===== src/rtl/seg7_pkg.sv =====
// Shared constants for the 7-segment scan driver: segment bit positions,
// the blank pattern and the active-low hex font.
package seg7_pkg;

  localparam int SEG_A  = 0;
  localparam int SEG_B  = 1;
  localparam int SEG_C  = 2;
  localparam int SEG_D  = 3;
  localparam int SEG_E  = 4;
  localparam int SEG_F  = 5;
  localparam int SEG_G  = 6;
  localparam int SEG_DP = 7;

  localparam logic [7:0] SEG_OFF = 8'hFF;

  // Active-low glyphs for 0..F with the decimal point off.
  localparam logic [7:0] FONT [0:15] = '{
    8'hC0, 8'hF9, 8'hA4, 8'hB0, 8'h99, 8'h92, 8'h82, 8'hF8,
    8'h80, 8'h90, 8'h88, 8'h83, 8'hC6, 8'hA1, 8'h86, 8'h8E
  };

endpackage


===== src/rtl/seg7_scan_driver_if.sv =====
// Datapath-side inputs and display-pin outputs of the scan driver.
interface seg7_scan_driver_if #(
  parameter int NUM_DIGITS = 4
);
  logic [4*NUM_DIGITS-1:0] DATA;
  logic [NUM_DIGITS-1:0]   DP;
  logic [NUM_DIGITS-1:0]   EN;
  logic                    LOAD;
  logic                    LZ_SUP;
  logic [7:0]              SEG;
  logic [NUM_DIGITS-1:0]   AN;
  logic                    FRAME;

  modport master (
    output DATA, DP, EN, LOAD, LZ_SUP,
    input  SEG, AN, FRAME
  );

  modport slave (
    input  DATA, DP, EN, LOAD, LZ_SUP,
    output SEG, AN, FRAME
  );
endinterface


===== src/rtl/seg7_font.sv =====
// Hex nibble to active-low segments a..g.
module seg7_font
  import seg7_pkg::*;
(
  input  logic [3:0] nibble,
  output logic [6:0] seg
);

  // Pure table lookup; the decimal point is handled by the caller.
  always_comb begin
    seg = FONT[nibble][SEG_G:SEG_A];
  end

endmodule


===== src/rtl/seg7_scan_driver.sv =====
// Time-multiplexed common-anode 7-segment driver with double-buffered
// digit data, leading-zero suppression and per-slot anti-ghost blanking.
module seg7_scan_driver
  import seg7_pkg::*;
#(
  parameter int NUM_DIGITS   = 4,
  parameter int CLK_DIV      = 50000,
  parameter int BLANK_CYCLES = 2
) (
  input  logic              CLK,
  input  logic              RST,
  seg7_scan_driver_if.slave bus
);

  localparam int PW = (CLK_DIV > 1) ? $clog2(CLK_DIV) : 1;
  localparam int IW = (NUM_DIGITS > 1) ? $clog2(NUM_DIGITS) : 1;
  localparam logic [PW-1:0] PRE_LAST  = PW'(CLK_DIV - 1);
  localparam logic [IW-1:0] IDX_LAST  = IW'(NUM_DIGITS - 1);
  localparam logic [PW-1:0] BLANK_END = PW'(BLANK_CYCLES);

  logic [PW-1:0]           pre_q, pre_d;
  logic [IW-1:0]           idx_q, idx_d;
  logic [4*NUM_DIGITS-1:0] pend_data_q, pend_data_d;
  logic [NUM_DIGITS-1:0]   pend_dp_q, pend_dp_d;
  logic [NUM_DIGITS-1:0]   pend_en_q, pend_en_d;
  logic                    pend_v_q, pend_v_d;
  logic [4*NUM_DIGITS-1:0] act_data_q, act_data_d;
  logic [NUM_DIGITS-1:0]   act_dp_q, act_dp_d;
  logic [NUM_DIGITS-1:0]   act_en_q, act_en_d;
  logic [7:0]              seg_q, seg_d;
  logic [NUM_DIGITS-1:0]   an_q, an_d;
  logic                    frame_q, frame_d;

  logic                    slot_end;
  logic                    wrap;
  logic [3:0]              cur_nib;
  logic                    cur_dp;
  logic                    cur_en;
  logic                    cur_sup;
  logic                    zero_above;
  logic                    show;
  logic [6:0]              font_seg;

  seg7_font u_font (
    .nibble (cur_nib),
    .seg    (font_seg)
  );

  // Prescaler and digit index; wrap marks the last cycle of the last slot.
  always_comb begin
    slot_end = (pre_q == PRE_LAST);
    wrap     = slot_end && (idx_q == IDX_LAST);
    pre_d    = slot_end ? '0 : pre_q + 1'b1;
    idx_d    = idx_q;
    if (slot_end) begin
      idx_d = (idx_q == IDX_LAST) ? '0 : idx_q + 1'b1;
    end
  end

  // Double buffer: active only changes at a frame wrap, so a frame never tears.
  // A LOAD landing on the wrap cycle bypasses pending straight into active.
  always_comb begin
    pend_data_d = pend_data_q;
    pend_dp_d   = pend_dp_q;
    pend_en_d   = pend_en_q;
    pend_v_d    = pend_v_q;
    act_data_d  = act_data_q;
    act_dp_d    = act_dp_q;
    act_en_d    = act_en_q;
    if (wrap && bus.LOAD) begin
      act_data_d = bus.DATA;
      act_dp_d   = bus.DP;
      act_en_d   = bus.EN;
      pend_v_d   = 1'b0;
    end else begin
      if (wrap && pend_v_q) begin
        act_data_d = pend_data_q;
        act_dp_d   = pend_dp_q;
        act_en_d   = pend_en_q;
        pend_v_d   = 1'b0;
      end
      if (bus.LOAD) begin
        pend_data_d = bus.DATA;
        pend_dp_d   = bus.DP;
        pend_en_d   = bus.EN;
        pend_v_d    = 1'b1;
      end
    end
  end

  // Select the current digit and decide whether it is lit this cycle.
  // Suppression walks down from the top digit; digit 0 always survives.
  always_comb begin
    cur_nib    = 4'h0;
    cur_dp     = 1'b0;
    cur_en     = 1'b0;
    cur_sup    = 1'b0;
    zero_above = 1'b1;
    for (int i = NUM_DIGITS - 1; i >= 0; i--) begin
      zero_above = zero_above && (act_data_q[4*i +: 4] == 4'h0);
      if (IW'(i) == idx_q) begin
        cur_nib = act_data_q[4*i +: 4];
        cur_dp  = act_dp_q[i];
        cur_en  = act_en_q[i];
        cur_sup = bus.LZ_SUP && zero_above && (i != 0);
      end
    end
    show = cur_en && !cur_sup &&
           ((BLANK_CYCLES == 0) || (pre_q >= BLANK_END));
  end

  // Output pattern for the next registered cycle.
  always_comb begin
    seg_d   = SEG_OFF;
    an_d    = '1;
    frame_d = wrap;
    if (show) begin
      seg_d = {~cur_dp, font_seg};
      for (int i = 0; i < NUM_DIGITS; i++) begin
        if (IW'(i) == idx_q) an_d[i] = 1'b0;
      end
    end
  end

  // All state, synchronous reset.
  always_ff @(posedge CLK) begin
    if (RST) begin
      pre_q       <= '0;
      idx_q       <= '0;
      pend_data_q <= '0;
      pend_dp_q   <= '0;
      pend_en_q   <= '0;
      pend_v_q    <= 1'b0;
      act_data_q  <= '0;
      act_dp_q    <= '0;
      act_en_q    <= '0;
      seg_q       <= SEG_OFF;
      an_q        <= '1;
      frame_q     <= 1'b0;
    end else begin
      pre_q       <= pre_d;
      idx_q       <= idx_d;
      pend_data_q <= pend_data_d;
      pend_dp_q   <= pend_dp_d;
      pend_en_q   <= pend_en_d;
      pend_v_q    <= pend_v_d;
      act_data_q  <= act_data_d;
      act_dp_q    <= act_dp_d;
      act_en_q    <= act_en_d;
      seg_q       <= seg_d;
      an_q        <= an_d;
      frame_q     <= frame_d;
    end
  end

  assign bus.SEG   = seg_q;
  assign bus.AN    = an_q;
  assign bus.FRAME = frame_q;

endmodule


===== src/flat_wrapper.sv =====
// flat-port wrapper written by rule: the top's interface ports become plain ports
module seg7_scan_driver_flat import seg7_pkg::*;
#(
  parameter int NUM_DIGITS   = 4,
  parameter int CLK_DIV      = 50000,
  parameter int BLANK_CYCLES = 2
)
  (CLK, RST, bus_DATA, bus_DP, bus_EN, bus_LOAD, bus_LZ_SUP, bus_SEG, bus_AN, bus_FRAME);
  seg7_scan_driver_if #(.NUM_DIGITS(NUM_DIGITS)) bus_i ();
  input  logic CLK;
  input  logic RST;
  input wire logic [$bits(bus_i.DATA)-1:0] bus_DATA;
  input wire logic [$bits(bus_i.DP)-1:0] bus_DP;
  input wire logic [$bits(bus_i.EN)-1:0] bus_EN;
  input wire logic [$bits(bus_i.LOAD)-1:0] bus_LOAD;
  input wire logic [$bits(bus_i.LZ_SUP)-1:0] bus_LZ_SUP;
  output wire logic [$bits(bus_i.SEG)-1:0] bus_SEG;
  output wire logic [$bits(bus_i.AN)-1:0] bus_AN;
  output wire logic [$bits(bus_i.FRAME)-1:0] bus_FRAME;
  assign bus_i.DATA = bus_DATA;
  assign bus_i.DP = bus_DP;
  assign bus_i.EN = bus_EN;
  assign bus_i.LOAD = bus_LOAD;
  assign bus_i.LZ_SUP = bus_LZ_SUP;
  assign bus_SEG = bus_i.SEG;
  assign bus_AN = bus_i.AN;
  assign bus_FRAME = bus_i.FRAME;
  seg7_scan_driver #(.NUM_DIGITS(NUM_DIGITS), .CLK_DIV(CLK_DIV), .BLANK_CYCLES(BLANK_CYCLES)) u_core (.CLK(CLK), .RST(RST), .bus(bus_i));
endmodule

===== config.mk =====
export PLATFORM = sky130hd
export DESIGN_NAME = seg7_scan_driver_flat
export DESIGN_NICKNAME = d
export VERILOG_FILES = /design/src/rtl/seg7_pkg.sv /design/src/rtl/seg7_scan_driver_if.sv /design/src/rtl/seg7_font.sv /design/src/rtl/seg7_scan_driver.sv /design/src/flat_wrapper.sv
export SDC_FILE = /design/constraint.sdc
export NUM_CORES = 1
export LEC_CHECK = 0
export CORE_UTILIZATION = 56
export CTS_BUF_LIST = sky130_fd_sc_hd__clkbuf_16
export CTS_CLUSTER_DIAMETER = 30
export DETAILED_ROUTE_END_ITERATION = 8
export PLACE_DENSITY = 0.86
export SLEW_MARGIN = 10
export SYNTH_ARGS = -nofsm -noshare
export SYNTH_HDL_FRONTEND = slang
export SYNTH_SLANG_ARGS = --single-unit
export TNS_END_PERCENT = 10

===== constraint.sdc =====
create_clock -name CLK -period 2.62 [get_ports CLK]
set_input_delay 0.262 -clock CLK [delete_from_list [all_inputs] [get_ports CLK]]
set_output_delay 0.262 -clock CLK [all_outputs]
set_load 0.1 [all_outputs]

* Yosys cells after proc, flatten, opt, wreduce, memory -nomap -nowiden
Memories as Yosys holds them, arrays and structs flattened. A register that Yosys moved wholly into a read port is not among the register bits.
Cells that the tools add are included.
W data, S select, Z words.
** Word-level totals
- RAM bits :: 0
- Register bits :: 80
- Latch bits :: 0
- Memories kept :: 1
- Output and inout bits :: 13
- Input port bits :: 28
- Memory bits (read-only) :: 128
- Word-level logic and storage cells :: 78
** Memory list
- (no name shown) :: words 16, width 8, read ports 1, clocked after memory_dff 1, wr ports 0, line seg7_font.sv:11 : seg = FONT[nibble][SEG_G:SEG_A];
** Operators by class
- Bitwise gates (word level) :: 4
- Multiply operators :: 0
- Shifts and indexed selects :: 0
- Magnitude comparators :: 2
- Add/subtract/negate cells :: 2
- Mux-type cells :: 31
- Reduce and logical (&&, ||, !) cells :: 21
- Divide/modulo/power cells :: 0
- Eq/ne operators :: 5
** Operators with widths (count)
- $mux W16 :: 2
- $mux W4 :: 8
- $mux W1 :: 18
- $add A16 B1 Y16 const B :: 1
- $eq A16 B16 Y1 const B :: 1
- $ge A16 B2 Y1 const B :: 1
- $mux W7 :: 2
- $logic_not A4 Y1 :: 3
- $logic_and A1 B1 Y1 :: 10
- $reduce_or A2 Y1 :: 3
- $ge A5 B5 Y1 const B :: 1
- $not A4 Y5 :: 1
- $eq A2 B2 Y1 const A :: 2
- $reduce_bool A2 Y1 :: 2
- $not A1 Y1 :: 3
- $add A2 B1 Y2 const B :: 1
- $eq A1 B2 Y1 const A :: 1
- $eq A2 B2 Y1 const B :: 1
- $logic_not A2 Y1 :: 1
- $mux W2 :: 1
- $reduce_and A2 Y1 :: 1
- $logic_not A1 Y1 :: 1

* Logic depth before layout (Yosys ltp)
Gate-level depths: netlist (run 1).
- Word-level depth :: 11
- Gate-level depth with buffers :: 11
- Depth with buffers taken out :: 10

* By module
A second synthesis (run 1) with hierarchy kept.
** Unflattened totals
- Cell total of the unflattened synthesis :: 450
- Area total of the unflattened synthesis :: 4018.9 um^2
** Modules (own cells, without submodules)
- seg7_scan_driver :: instances 1, area an instance 3756.1 um^2, cells each 419, seq. area each 1601.5 um^2
- seg7_font :: instances 1, area an instance 262.8 um^2, cells each 31, seq. area each 0.0 um^2

* Worst setup path after synthesis (run 1)
Ideal clock, no wire load.
- Path type :: flip-flop to flip-flop
- From :: register u_core.idx_q[0]
- To :: register u_core.seg_q[3] (netlist: u_core.bus.SEG[3])
- Path buffers :: 1
- Data arrival time :: 1959 ps
- Library setup time :: 130 ps
- Period minus slack after synthesis :: 2089 ps
- Setup slack :: 531 ps
- Cell stages (with the launch flop) :: 12
- Data required time :: 2490 ps
- Cell sequence :: dfxtp_1 inv_1 ha_1 clkbuf_1 a211oi_1 o21ai_0 o211a_1 inv_1 ha_1 mux2i_1 mux2_2 nand2_1
** Between the ends
- Word-level cells in the longest chain between the ends :: 10
- Elaborated cells on any way between the ends :: 22
- Those cells by class :: eq/ne: 3; mux: 12; bitwise: 2; reduce/logical: 5
** Ends and longest elaborated chain
- start, declared :: line seg7_scan_driver.sv:22 : logic [IW-1:0] idx_q, idx_d;
- start signal, assigned :: line seg7_scan_driver.sv:142 : idx_q <= idx_d;
- $eq A2 B2 Y1 :: line seg7_scan_driver.sv:101 : if (IW'(i) == idx_q) begin
- $mux W1 (4 in series) :: line seg7_scan_driver.sv:101
- $logic_not A1 Y1 :: line seg7_scan_driver.sv:108 : show = cur_en && !cur_sup &&
- $logic_and A1 B1 Y1 (2 in series) :: line seg7_scan_driver.sv:108
- $not A1 Y1 (no source line)
- $reduce_or A2 Y1 (no source line)
- end, declared :: line seg7_scan_driver.sv:30 : logic [7:0] seg_q, seg_d;
Parallel ways exist; a longest one is shown, timed or not.
A chain may end at the register's enable or synchronous reset.

* Worst setup path in the final report (run 1)
Ends and elaborated chain as after synthesis.

==> run metrics, run 1 <==
Crit path required time between 2 and 3 ns; Ports 41; H-Tree Depth 3; CTS root buf clkbuf_16; Post-CTS Hold Fix Bufs 0; vias post-DR ~2,900; Longest Clk Path Bufs 2; Slew HR 0.572; antenna-violating nets left 0; Tmin final between 2 and 2.5 ns; Synth Instances between 300 and 400; fmax 423 MHz; worst hold path class in2reg; Synth cell types 51; CP Class reg2reg; antenna violations before repair 0; DP HPWL around 5200 um; Finished Layout Cells 502; die area approximately 6700 um2; # fillers between 400 and 500; syn_area_per_cell slightly above 9 um2; Antenna diodes 0; Crit path arrival time between 2 and 3 ns; final estimated routing congestion in global placement about 0.85; net total in the final layout ~460; worst slew pin tran 0.641 ns; DRC 0; Slew Limit Fails 0; CTS clk-pin slew, worst paths roughly 0.060 ns; max-cap violation count 0; RSZ-0062 raised after global routing no; predominant post-synthesis flop cell dfxtp_1; clock skew approximately 0.0057 ns; Avg WL per Cell ~16 um; EDFF count, synth 0; initial DRC count about 240; area grow syn2layout 19.4%; Synth Warn # 0; peak supply drop 0.000435 V; share of layout cells above drive strength 1 0.126; largest net degree at the start of global routing 55; first-pass GRT wire length 12,600 um; CP max stage cell dfxtp_1; router iterations before antenna repair 4; insertion delay to the later sink of the worst-skew pair ~0.34 ns; Yosys reg bits 80; postcts setup bufs 0; Post-Syn Area approximately 3600 um2; cts repair resizes 0; Pwr Density roughly 600 nW/um2; core area ~6100 um2; Vias per Instance roughly 5.8; Worst Path Max Fanout 14; max incr delay on CP about 0.4 ns; CTS sink cnt 80; final wirelength 7790 um; startpoint types flip-flop; Post-Place Cells 486; TritonCTS buffer count 9; outcome completed; post-synthesis async set-or-reset flop share 0; Critical Path End Type flip-flop; total grt overflow 0; die width ~82 um; Static Leak about 0.0016 uW; Fin. Hold Viols 0; starting density of the core 0.592; gr usage total 0.253; Post-Syn Nets 425; die height 82.1 um; final setup vio count 0; sequential-to-total area share from yosys stat 0.446; final worst path period share 0.903; TNS Setup 0 ns; IO buf count 40; Overall Power roughly 2600 uW; Rows 28; CTS tree yes; vias in the first global route ~2,700; CP cell instances inv_1 > ha_1 > a211oi_1 > o21ai_0 > o211a_1 > inv_1 > ha_1 > mux2i_1 > mux2_2 > nand2_1
[critical path, delay by kind of cell, from the launching register on]
family	cells	cell delay [ns]
adder cells (fa/ha/maj)	2	0.61
AND/OR/NAND/NOR	1	0.05
AO/OA/AOI/OAI	3	0.67
buffers and inverters	2	0.23
multiplexers	2	0.28
flip-flops	1	0.40
[logic make-up (layout without fill, tap and decap cells)]
family	after synthesis	count (layout)	synth area share
xor gates and xnor gates	14	14	0.0341
buffers and inverters	34	76	0.0432
DFF	80	80	0.446
adders and majority gates	12	12	0.0418
muxes	31	31	0.0875
and+or+nand+nor	136	136	0.192
AOI/OAI and AO/OA	78	78	0.156
[routing by layer]
layer  global-route usage  wire length, um
met5                    0                0
met1                0.318             3440
met3               0.0656              474
met4                0.142              191
met2                0.392             3680
[flip-flops by register name (all words and copies together) (netlist names)]
name / count
u_core.bus.AN: 4
u_core.act_en_q: 4
u_core.pend_dp_q: 4
u_core.pend_data_q: 16
u_core.idx_q: 2
u_core.pend_en_q: 4
u_core.pre_q: 16
u_core.act_data_q: 16
u_core.bus.SEG: 8
u_core.act_dp_q: 4
u_core.pend_v_q: 1
u_core.bus.FRAME: 1
[stage by stage]
stage / hold slack, ns / cell area (um2) / util / worst slack (ns)
2_1_floorplan: 0.398 / 3590 / - / 0.531
3_3_place_gp: 0.446 / 3990 / 0.658 / 0.433
3_5_place_dp: 0.452 / 3990 / 0.658 / 0.336
4_1_cts: 0.190 / 4290 / 0.707 / 0.263
5_1_grt: 0.225 / 4290 / 0.707 / 0.0872
6_report: 0.201 / 4290 / 0.707 / 0.254
[where the power goes]
part | switching [uW] | total, uW | internal (uW)
clock network | 498 | 1230 | 737
logic | 57.9 | 127 | 69.0
registers | 16.9 | 1260 | 1240
total | 573 | 2620 | 2050
[synthesized netlist by cell type, types with 2 or more instances]
master	instances	share of area
o211ai_1	5	0.010
nand3b_1	6	0.013
and4_1	2	0.0049
ha_1	12	0.042
and3_1	3	0.0052
dfxtp_1	80	0.45
nor3b_1	2	0.0042
or3_1	3	0.0052
mux2i_1	28	0.078
inv_1	14	0.015
buf_2	7	0.0098
nor4_1	4	0.0070
buf_4	3	0.0063
nand3_1	3	0.0042
nor3_2	2	0.0056
mux2_2	3	0.0094
o221ai_1	2	0.0049
xor2_1	4	0.0098
a22oi_2	5	0.017
nand4_1	3	0.0052
a211oi_1	3	0.0063
nor2b_1	2	0.0035
nand2_1	42	0.044
clkbuf_1	9	0.0094
a21oi_1	30	0.042
a22oi_1	19	0.040
xnor2_1	10	0.024
nor2_1	49	0.051
o21ai_0	2	0.0028
nor3_1	5	0.0070
nand2b_1	3	0.0052
[placed cells by master (no fill, tap or decap), types with 4 or more instances in the layout]
master / count
dfxtp_1: 80
nor2_1: 49
nand2_1: 42
a21oi_1: 30
mux2i_1: 28
clkdlybuf4s50_1: 26
a22oi_1: 19
buf_4: 19
inv_1: 14
ha_1: 12
xnor2_1: 10
clkbuf_16: 9
nand3b_1: 6
nor3_1: 5
o211ai_1: 5
a22oi_2: 5
nor4_1: 4
xor2_1: 4
[final timing paths]
| check | from | to | slack, ns | cells after the start |
|---|---|---|---|---|
| setup / recovery | u_core.idx_q[0] | u_core.bus.SEG[3] | 0.25 | 10 |
| hold / removal | RST | u_core.bus.SEG[7] | 0.20 | 3 |
| setup reg to reg | u_core.idx_q[0] | u_core.bus.SEG[3] | 0.25 | 10 |
| hold reg to reg | u_core.act_dp_q[2] | u_core.act_dp_q[2] | 0.46 | 2 |
[cell type report]
| type | instances | area [um2] | share of cell area |
|---|---|---|---|
| Tap cell | 75 | 93.8 | 0.0219 |
| Clock inverter | 7 | 71.3 | 0.0166 |
| Inverter | 14 | 52.6 | 0.0123 |
| Multi-Input combinational cell | 271 | 1830 | 0.428 |
| Timing Repair Buffer | 46 | 408 | 0.0952 |
| Clock buffer | 9 | 225 | 0.0525 |
| Sequential cell | 80 | 1600 | 0.374 |
No activity file was read; power rests on OpenSTA's default activity.
==> inputs of run 2 (changes only) <==
Settings changed: CTS_CLUSTER_SIZE from default to 28.
==> results of run 2 <==
Final layout, timing and power as in run 1 (identical DEF).
==> inputs of run 3 (changes only) <==
Clock period 2.62 ns to 2.4 ns, I/O delays scaled along.
==> run 3 against run 2 <==
Net effect: fmax is 8.9% higher; register-to-register slack got worse by 0.03 ns; largest cell class unchanged; hold slack improved by 0.010 ns; power increased by 5.2%; cell count fell by 0.20%.
==> run metrics, run 3 (same netlist as run 1, synthesis figures left out) <==
CTS sink cnt 80 (unchanged); vias post-DR 2,866 (-2.0%); Crit path required time 2.59 ns (-0.24 ns); peak supply drop 0.000657 V (+51%); Post-Place Cells 485 (-0.21%); initial DRC count 227 (-5.8%); Tmin final 2.17 ns (-0.193 ns); Longest Clk Path Bufs 2 (unchanged); Ports 41 (unchanged); H-Tree Depth 3 (unchanged); net total in the final layout 461 (-0.22%); CTS tree yes; IO buf count 40 (unchanged); max-cap violation count 0 (unchanged); Rows 28 (unchanged); first-pass GRT wire length 12,000 um (-5.2%); Static Leak 0.00154 uW (-0.93%); fmax 460 MHz (+8.9%); final worst path period share 0.905 (+0.00220); router iterations before antenna repair 5 (+1); worst hold path class in2reg; insertion delay to the later sink of the worst-skew pair 0.33 ns (about the same); CTS clk-pin slew, worst paths 0.06 ns (about the same); Crit path arrival time 2.36 ns (-0.21 ns); DP HPWL 5170 um (-0.76%); max incr delay on CP 0.35 ns (-0.05 ns); Pwr Density 645 nW/um2 (+5.4%); # fillers 451 (+1.3%); die height 82.1 um (unchanged); antenna violations before repair 0 (unchanged); final setup vio count 0 (unchanged); total grt overflow 0 (unchanged); Overall Power 2760 uW (+5.2%); Slew Limit Fails 0 (unchanged); area grow syn2layout 19.1%; CP cell instances inv_1 > ha_2 > a21oi_1 > o21ai_0 > a22o_1 > inv_1 > ha_1 > mux2_2 > nand2_1 > o211ai_1; Vias per Instance 5.72 (-1.8%); crit path setup slack, layout 0.227 ns (-0.0266 ns); Largest regs u_core.act_data_q x16, u_core.pend_data_q x16, u_core.pre_q x16; worst slew pin tran 0.629 ns (-0.0122 ns); antenna-violating nets left 0 (unchanged); clock skew 0.00559 ns (-0.0000702 ns); final wirelength 7510 um (-3.6%); sequential cell area 1600 um2 (unchanged); DP Worst Slack 0.136 ns (-0.201 ns); share of layout cells above drive strength 1 0.136 (+0.00969); Worst Path Max Fanout 14 (unchanged); outcome completed; die width 82.1 um (unchanged); CTS root buf clkbuf_16; most frequent cells in the layout dfxtp_1 (80), nor2_1 (49), nand2_1 (42); multi-input combinational cell area 1840 um2 (+0.55%); CP max stage cell dfxtp_1; TNS Setup 0 ns (unchanged); Critical Path End Type flip-flop; TritonCTS buffer count 9 (unchanged); gr usage total 0.239 (-0.0145); most frequent CP cell inv_1; Post-CTS Hold Fix Bufs 0 (unchanged); Finished Layout Cells 501 (-0.20%); Slew HR 0.580 (+0.00814); Layout Utilization 0.706 (-0.00145); DRC 0 (unchanged); Avg WL per Cell 15.0 um (-3.4%); final estimated routing congestion in global placement 0.877 (+3.0%); most common cell after layout, fill and taps aside dfxtp_1; core area 6060 um2 (unchanged); vias in the first global route 2,577 (-4.8%); Antenna diodes 0 (unchanged); Fin. Hold Viols 0 (unchanged); die area 6740 um2 (unchanged); CP Class reg2reg; starting density of the core 0.592 (unchanged); startpoint types flip-flop; largest net degree at the start of global routing 55 (unchanged)
[run 3: through the flow]
step / cell area [um2] / hold slack [ns]
after floorplan: 3590 / 0.376
after global placement: 4000 / 0.441
after detailed placement: 4000 / 0.446
after CTS: 4270 / 0.196
after global routing: 4280 / 0.219
final: 4280 / 0.211
[run 3: timing repair]
item,CTS,global route
endpoints found under the setup margin,0,5
setup buffers,0,0
gates resized for setup,0,4
[run 3: area by class of cell]
type | instances | share of cell area
Multi-Input combinational cell | 271 | 0.431
Sequential cell | 80 | 0.374
Timing Repair Buffer | 45 | 0.0965
Clock buffer | 9 | 0.0526
Tap cell | 75 | 0.0219
Inverter | 14 | 0.0123
Clock inverter | 7 | 0.0111
[run 3: worst max-delay path: cells and delay by family (launching register included)]
family | cells | cell delay [ns]
simple gates | 1 | 0.07
compound gates | 4 | 0.50
flops | 1 | 0.35
buf+inv | 2 | 0.21
fa+ha+maj | 2 | 0.61
mux | 1 | 0.30
[run 3: final timing paths]
| check | slack [ns] | depth (start not counted) | to | from |
|---|---|---|---|---|
| setup / recovery | 0.23 | 10 | u_core.bus.SEG[5] | u_core.idx_q[0] |
| hold reg to reg | 0.46 | 1 | u_core.pre_q[0] | u_core.pre_q[0] |
| setup reg to reg | 0.23 | 10 | u_core.bus.SEG[5] | u_core.idx_q[0] |
| hold / removal | 0.21 | 3 | u_core.bus.SEG[7] | RST |
[run 3: routing by layer]
| layer | vias up | global-route usage | wire length (um) |
|---|---|---|---|
| li1 | 1424 | - | - |
| met1 | 1341 | 0.312 | 3390 |
| met2 | 85 | 0.364 | 3590 |
| met3 | 16 | 0.0567 | 354 |
| met4 | 0 | 0.121 | 179 |
| met5 | - | 0 | 0 |
[run 3: power by group]
group          switching (uW)  leakage (uW)  total (uW)  internal (uW)
sequential               18.5      0.000651        1380           1360
clock                     542      0.000132        1240            699
combinational            63.9      0.000762         140           76.4
total                     625       0.00154        2760           2130
==> patch, RTL diff (config.mk and constraints of run 1) <==
`CLK_DIV` is set to 50000 in 2 places; all go to 25000.
--- a/src/rtl/seg7_scan_driver.sv
+++ b/src/rtl/seg7_scan_driver.sv
@@ -6,3 +6,3 @@
   parameter int NUM_DIGITS   = 4,
-  parameter int CLK_DIV      = 50000,
+  parameter int CLK_DIV      = 25000,
   parameter int BLANK_CYCLES = 2
--- a/src/flat_wrapper.sv
+++ b/src/flat_wrapper.sv
@@ -4,3 +4,3 @@
   parameter int NUM_DIGITS   = 4,
-  parameter int CLK_DIV      = 50000,
+  parameter int CLK_DIV      = 25000,
   parameter int BLANK_CYCLES = 2
Behaviour: no difference found for any inputs over 10 cycles, from zero or initial values and one cycle with RST high; that may be too few to reach the edited logic, so the function may still have changed.
==> patch against run 1 <==
  * Worst setup slack improved by 44 ps
  * Via count increased by 4.6%
  * Area after synthesis increased by 2.9%
  * Global-route usage decreased by 0.35 points
  * Final area increased by 2.9%
  * Sequential cell count decreased by 1
  * Total power increased by 3.6%
  * Wire length increased by 3.3%
==> patch: results (changes against run 1) <==
- Outcome: finished clean
- Routed wire length: 8.050 mm (+3.3%)
- Wire per inst: 15.36 um (-1.1%)
- Largest regs: u_core.act_data_q (16), u_core.pend_data_q (16), u_core.pre_q (15)
- Synth area leaders: dfxtp_1 43%, nand2_1 7.3%, a22oi_2 6.8%, a21oi_2 4.7%, a21oi_1 4.2%
- Met2 Wirelength: 3.981 mm (+8.1%)
- Vias: 3060 (+4.6%)
- Worst-Skew Late Latency: 340 ps (about the same)
- Met3 routed WL: 319 um (-33%)
- First-pass GRT wire length: 13.67 mm (+8.4%)
- Setup Buffers After CTS: 0 (unchanged)
- Xor and xnor area share after synthesis: 3.081% (-0.33 points)
- Hold Worst Slack: 348.8 ps (+147.5 ps)
- Crit path arrival time: 2510 ps (-60 ps)
- DPL Wire Length: 5.551 mm (+6.5%)
- Post-Syn Nets: 448 (+5.4%)
- Worst reg2reg path depth: 7 (-3)
- Hold depth: 4 (+1)
- Initial antenna violation count: 0 (unchanged)
- Met1 Usage GRT: 30.47% (-1.3 points)
- Post-synthesis compound-gate area fraction: 22.44% (+6.9 points)
- Routing usage on met2: 41.13% (+2.0 points)
- Worst-case vdd ir drop: 0.0005793 V (+33%)
- CP max stage cell: a211oi_4
- CP endpoint: u_core.bus.SEG[5]
- Vias in the first global route: 2932 (+8.3%)
- Seq/Total Area, Yosys: 42.79% (-1.8 points)
- # hold bufs at CTS: 0 (unchanged)
- R2r setup slk: 300 ps (+40 ps)
- Largest net degree at the start of global routing: 54 (-1.8%)
- Avg Cell Area, Syn: 9.059 um2 (-2.9%)
- WL met1: 3.580 mm (+3.9%)
- Yosys cell types: 46 (-9.8%)
- Leakage: 1.546 nW (-0.84%)
- CP peak stage delay: 520 ps (+120 ps)
- Starting DRC count in detailed routing: 158 (-34%)
- RePlAce Congestion: 0.9036 (+6.1%)
- Grt met3 use: 5.467% (-1.1 points)
- Largest family of logic cells by synthesized area: compound AO/OA/AOI/OAI gates
- Setup Skew: 9.081 ps (+3.426 ps)
- Clock share of power: 49.5% (+2.4 points)
- Fin worst setup slack: 297.8 ps (+44.27 ps)
- Post-synth top cells: 79 x dfxtp_1, 72 x nand2_1, 31 x a21oi_1
- Nets: 482 (+4.3%)
- GRT Util Overall: 24.96% (-0.35 points)
- Worst Max-Slew Pin Slew: 665.2 ps (+24.29 ps)
- Setup slack at placement: 324.3 ps (-12.23 ps)
- Detailed-router iteration count before antenna repair: 4 (unchanged)
- Mux share of post-synthesis cell area: 2.268% (-6.5 points)
- Adder-cell share of the synthesized area: 4.062% (-0.12 points)
- Switch share: 21.76% (-0.087 points)
- Internal Power: 2.125 mW (+3.7%)
- Post-DP Area: 0.004090 mm2 (+2.5%)
- Placed cells: 508 (+4.5%)
- Fraction of final layout cells with drive strength greater than 1: 19.69% (+7.0 points)
## patch: cell types whose count changed in the layout (fill, tap and decap cells not counted), moves of 3 or more
| cell | run 1 | this run |
|---|---|---|
| a22oi_1 | 19 | 5 |
| inv_1 | 14 | 10 |
| nand2_1 | 42 | 72 |
| nor3_1 | 5 | 2 |
| buf_4 | 19 | 22 |
| nand3_1 | 3 | 28 |
| or3_1 | 3 | 0 |
| nor2_1 | 49 | 23 |
| a21oi_2 | 0 | 20 |
| a22oi_2 | 5 | 20 |
| and3_1 | 3 | 6 |
| xor2_1 | 4 | 8 |
| mux2i_1 | 28 | 5 |
| xnor2_1 | 10 | 5 |
## patch: layout make-up
| cell class | count | area [um2] |
|---|---|---|
| flip-flops and latches | 79 | 1582 |
| clock inverters | 7 | 96.34 |
| fillers | 498 | 1938 |
| multi-input cells | 291 | 1904 |
| inverters | 10 | 37.54 |
| repair buffers | 51 | 470.5 |
| well taps | 77 | 96.34 |
| clock buffers | 9 | 225.2 |
